==> src/rtl/perip_uart_tx.sv <==
// Memory-mapped 8N1 UART transmitter on the 8-bit peripheral bus:
// TXDATA/STATUS registers, a 4-deep byte FIFO and a serial shifter.
module perip_uart_tx #(
    parameter logic [7:0] BASE_ADDR    = 8'h10,
    parameter int         CLKS_PER_BIT = 16
) (
    input  logic       i_clk,
    input  logic       i_rst,
    input  logic [7:0] i_peripAddr,
    input  logic [7:0] i_peripDataFromCPU,
    input  logic       i_peripWrSig,
    input  logic       i_peripRdSig,
    output logic [7:0] o_peripDataToCPU,
    output logic       o_tx
);

    localparam logic [7:0]  STATUS_ADDR = BASE_ADDR + 8'd1;
    localparam logic [15:0] LAST_TICK   = 16'(CLKS_PER_BIT - 1);

    typedef enum logic [1:0] {IDLE, START, DATA, STOP} state_e;

    state_e      state_q, state_d;
    logic [15:0] tick_q, tick_d;
    logic [2:0]  idx_q, idx_d;
    logic [7:0]  shift_q, shift_d;
    logic        tx_q, tx_d;

    logic [7:0]  mem_q [4];
    logic [7:0]  mem_d [4];
    logic [1:0]  wr_ptr_q, wr_ptr_d;
    logic [1:0]  rd_ptr_q, rd_ptr_d;
    logic [2:0]  count_q, count_d;
    logic        ovr_q, ovr_d;
    logic [7:0]  rdata_q, rdata_d;

    logic        sel_data, sel_stat;
    logic        push_req, push, pop;
    logic        fifo_full, fifo_empty, tick_last, busy;
    logic [7:0]  status;

    always_comb begin
        sel_data   = (i_peripAddr == BASE_ADDR);
        sel_stat   = (i_peripAddr == STATUS_ADDR);
        fifo_full  = (count_q == 3'd4);
        fifo_empty = (count_q == 3'd0);
        push_req   = i_peripWrSig && sel_data;
        push       = push_req && !fifo_full;
        tick_last  = (tick_q == LAST_TICK);
        busy       = (state_q != IDLE) || !fifo_empty;
        status     = {1'b0, count_q, ovr_q, fifo_empty, fifo_full, busy};
    end

    // Shifter: the pop decision lives here, both from IDLE and from the last
    // STOP cycle, so back-to-back frames have no idle gap.
    always_comb begin
        state_d = state_q;
        tick_d  = tick_q;
        idx_d   = idx_q;
        shift_d = shift_q;
        pop     = 1'b0;
        unique case (state_q)
            IDLE: begin
                tick_d = 16'd0;
                idx_d  = 3'd0;
                if (!fifo_empty) begin
                    pop     = 1'b1;
                    shift_d = mem_q[rd_ptr_q];
                    state_d = START;
                end
            end
            START: begin
                if (tick_last) begin
                    tick_d  = 16'd0;
                    idx_d   = 3'd0;
                    state_d = DATA;
                end else begin
                    tick_d = tick_q + 16'd1;
                end
            end
            DATA: begin
                if (tick_last) begin
                    tick_d = 16'd0;
                    if (idx_q == 3'd7) begin
                        state_d = STOP;
                    end else begin
                        idx_d = idx_q + 3'd1;
                    end
                end else begin
                    tick_d = tick_q + 16'd1;
                end
            end
            STOP: begin
                if (tick_last) begin
                    tick_d = 16'd0;
                    if (!fifo_empty) begin
                        pop     = 1'b1;
                        shift_d = mem_q[rd_ptr_q];
                        state_d = START;
                    end else begin
                        state_d = IDLE;
                    end
                end else begin
                    tick_d = tick_q + 16'd1;
                end
            end
            default: state_d = IDLE;
        endcase
    end

    // Line level is registered from the next state so o_tx is glitch-free
    // and still changes in the same cycle the state register does.
    always_comb begin
        unique case (state_d)
            START:   tx_d = 1'b0;
            DATA:    tx_d = shift_d[idx_d];
            default: tx_d = 1'b1;
        endcase
    end

    always_comb begin
        mem_d = mem_q;
        if (push) begin
            mem_d[wr_ptr_q] = i_peripDataFromCPU;
        end
        wr_ptr_d = wr_ptr_q + {1'b0, push};
        rd_ptr_d = rd_ptr_q + {1'b0, pop};
        unique case ({push, pop})
            2'b10:   count_d = count_q + 3'd1;
            2'b01:   count_d = count_q - 3'd1;
            default: count_d = count_q;
        endcase
        // A dropped push sets overrun even if a clear arrives the same cycle.
        if (push_req && fifo_full) begin
            ovr_d = 1'b1;
        end else if (i_peripWrSig && sel_stat && i_peripDataFromCPU[3]) begin
            ovr_d = 1'b0;
        end else begin
            ovr_d = ovr_q;
        end
        rdata_d = 8'h00;
        if (i_peripRdSig && sel_stat) begin
            rdata_d = status;
        end
    end

    always_ff @(posedge i_clk) begin
        if (i_rst) begin
            state_q  <= IDLE;
            tick_q   <= 16'd0;
            idx_q    <= 3'd0;
            tx_q     <= 1'b1;
            wr_ptr_q <= 2'd0;
            rd_ptr_q <= 2'd0;
            count_q  <= 3'd0;
            ovr_q    <= 1'b0;
            rdata_q  <= 8'h00;
        end else begin
            state_q  <= state_d;
            tick_q   <= tick_d;
            idx_q    <= idx_d;
            tx_q     <= tx_d;
            wr_ptr_q <= wr_ptr_d;
            rd_ptr_q <= rd_ptr_d;
            count_q  <= count_d;
            ovr_q    <= ovr_d;
            rdata_q  <= rdata_d;
        end
    end

    // Payload storage carries no reset; the pointers and count define validity.
    always_ff @(posedge i_clk) begin
        mem_q   <= mem_d;
        shift_q <= shift_d;
    end

    assign o_tx             = tx_q;
    assign o_peripDataToCPU = rdata_q;

endmodule

==> config.mk <==
export PLATFORM = sky130hd
export DESIGN_NAME = perip_uart_tx
export DESIGN_NICKNAME = d
export VERILOG_FILES = /design/src/rtl/perip_uart_tx.sv
export SDC_FILE = /design/constraint.sdc
export NUM_CORES = 1
export LEC_CHECK = 0
export CAP_MARGIN = 20
export CORE_MARGIN = 2
export CORE_UTILIZATION = 61
export CTS_BUF_LIST = sky130_fd_sc_hd__clkbuf_4 sky130_fd_sc_hd__clkbuf_8 sky130_fd_sc_hd__clkbuf_16
export DETAILED_ROUTE_END_ITERATION = 10
export PLACE_DENSITY = 0.89
export SYNTH_ARGS = -nofsm -noshare
export SYNTH_HDL_FRONTEND = slang
export SYNTH_SLANG_ARGS = --single-unit
==> constraint.sdc <==
create_clock -name i_clk -period 6.3 [get_ports i_clk]
set_input_delay 1.89 -clock i_clk [delete_from_list [all_inputs] [get_ports i_clk]]
set_output_delay 1.89 -clock i_clk [all_outputs]
set_load 0.1 [all_outputs]
==> out/results.ini <==
[sta]
fin_hold_ws_ns = 0.440
slew_viol_final = 0
fin_crit_sh_pct = 64.6
fmax_mhz = 246
final_hold_viol_count = 0
fin_skew_ns = 0.00757
tns_ns = 0
rsz0062_at_grt = no
setup_viol = 0
relSlewSlack_pct = 34.2
fin_crit_ns = 4.07
worstMarginPinSlew_ns = 0.984

[place]
post_dp_cell_area_mm2 = 0.00364
dpl.hpwl_um = 4520
gp_congestion = 0.821
io_buffers = 27

[yosys]
synthCells = 285
synth_edf_count = 32
syn_nets = 317
synthArstFlopShare_pct = 0
yosysTopAreaCellShare_pct = 28.9
yosysSeqAreaShare_pct = 55.9
synthDistinctLibCells = 50
synth_top_area_cell = edfxtp_1
synth.cell_area_mm2 = 0.00333
ys.flop_type = dfxtp_1
yosys-top-cells-area = edfxtp_1 29%, dfxtp_1 27%, mux4_2 5.4%
synth_seq_cells = 77
synth_area_per_cell_um2 = 11.7
yosys_warnings = 0

[critical_path]
worstPathArrival_ns = 4.34
critPathTopFamily = simple AND/OR/NAND/NOR gates
cp_common_cell = or3_1
cp_max_fo = 4
end_kind = flop
startpoint_type = input pin
crit_buf_inv = 2
ff2ff_setup_slack_ns = 2.94
required_ns = 6.57
path_class = input pin to flop
slowest_stage = nor4b_1
max_stage_delay_ns = 0.48
cp_cell_sequence = clkdlybuf4s50_1 > nor4b_1 > nand3_1 > or3_1 > ha_1 > inv_1 > fa_1 > xor2_1 > or3_1 > a21oi_1

[cts]
cts_buffers = 9
cts_resized = 0
clock-sinks = 77
clock_path_buffers = 2
root_buffer = clkbuf_8
clk_pin_slew_ns = 0.07
cts_hold_buf = 0
cts_tree = yes
worstSkewPairLatency_ns = 0.35
cts_max_level = 3
post-cts-setup-buffers = 0

[pwr]
sw_frac_of_total_pct = 27.8
leakagePower_uw = 0.00132
power.internal_uw = 832
p_per_area_mw_per_mm2 = 300
ir_drop_v = 0.000189
switching_power_uw = 320
power.share.clock_pct = 30.3
seq_power_share_pct = 49.5
pwr-share-comb_pct = 20.2

[detailed_routing]
drtIter0Drc = 162
drc = 0
num_vias = 2293
antenna_left = 0
routed_wl_um = 6390
drt-vias-per-instance = 5.88
dr.pass1.iters = 4
avgRoutedWirePerCell_um = 16.4

[grt]
grt_max_degree = 21
antenna_found_initial = 0
track_usage_pct = 22.7
grt_pass1_wl_um = 10500
grt_pass1_vias = 2256
grt_overflow = 0

[floorplanning]
ioPinCount = 29
coreArea_mm2 = 0.00517
die_x_um = 77.9
die_area_mm2 = 0.00606
start_util_pct = 64.3
fp.dieH_um = 77.9
rows = 26

[layout]
diodes = 0
final_area_mm2 = 0.00384
synthToLayoutAreaGrowth_pct = 15.3
final_util_pct = 74.2
n_fill_cell = 318
layout-drive-gt1-share_pct = 10.0
nets = 347

[min_path]
min_path_type = flop to flop

[run_status]
outcome = finished clean

[job]
cap_violations = 0

## path summary, 6_finish.rpt
path / end / from / depth (start not counted)
worst max-delay path: count_q[2] / i_peripAddr[5] / 10
worst min-delay path: tick_q[0] / tick_q[0] / 1
worst max register to register: count_q[2] / state_q[0] / 10
worst min register to register: tick_q[0] / tick_q[0] / 1
## through the flow
step	std cells	total power [uW]	setup slack [ns]
global route	390	1200	2.04
finish	390	1150	2.23
floorplan	285	741	2.43
detailed placement	372	808	1.55
CTS	388	1160	1.92
global placement	372	792	1.79
## cell usage after synthesis, drive strengths merged (4+ instances only)
library cell	instances
buf	4
xor2	7
xnor2	8
nand2	14
nor4	7
ha	11
o21ai	11
edfxtp	32
mux4	8
a32o	4
inv	16
dfxtp	45
nand3	9
a21oi	12
clkbuf	6
nor3	7
or3	9
and2	5
nor2	26
and3	7
## routing by layer
layer / GRT usage [%] / vias to the layer above / part of all wire (%)
li1: - / 1101 / -
met1: 27.1 / 1090 / 41
met2: 38.5 / 81 / 51
met3: 4.42 / 21 / 5.2
met4: 12.1 / 0 / 2.8
met5: 0 / - / 0
## power by group through the flow
stage                     Combinational, uW  Sequential (uW)  Clock [uW]
final                                   233              570         349
after global routing                    255              572         372
after CTS                               233              569         356
after detailed placement                228              580           0
after global placement                  215              577           0
after floorplan                         165              576           0
## layout make-up
class                           instances  area [um^2]  share of cell area [%]
Clock buffer                           10          131                    3.42
Clock inverter                          6         53.8                    1.40
Inverter                               16         60.1                    1.56
Multi-Input combinational cell        182         1360                    35.5
Sequential cell                        77         1860                    48.5
Tap cell                               70         87.6                    2.28
Timing Repair Buffer                   29          280                    7.30
## cell usage in the layout, fill, tap and decap left out, types with 4 or more instances in the layout
cell	instances
clkbuf_8	9
a32o_1	4
nor2_1	26
xnor2_1	8
nand2_1	14
dfxtp_1	45
nor4_1	4
ha_1	11
edfxtp_1	32
and2_1	5
or3_1	9
nor3_1	6
xor2_1	7
clkdlybuf4s50_1	27
o21ai_0	11
nand3_1	9
and3_1	7
mux4_2	8
inv_1	16
a21oi_1	12
## cells by family after synthesis
| logic type | Yosys count | share of synthesized area (%) |
|---|---|---|
| AND/OR/NAND/NOR | 99 | 16.9 |
| flip-flops | 77 | 55.9 |
| AO/OA/AOI/OAI | 43 | 8.57 |
| buffers and inverters | 26 | 3.08 |
| XOR/XNOR | 15 | 3.95 |
| adder cells (fa/ha/maj) | 12 | 4.74 |
| multiplexers | 12 | 6.73 |
| other | 1 | 0.113 |
## state kept, by name, indices dropped and copies added (netlist names)
name and flops:
mem_q 32, tick_q 16, shift_q 8, o_peripDataToCPU 7, count_q 3, idx_q 3
rd_ptr_q 2, state_q 2, wr_ptr_q 2, o_tx 1, ovr_q 1
(Power assumes the default switching activity.)
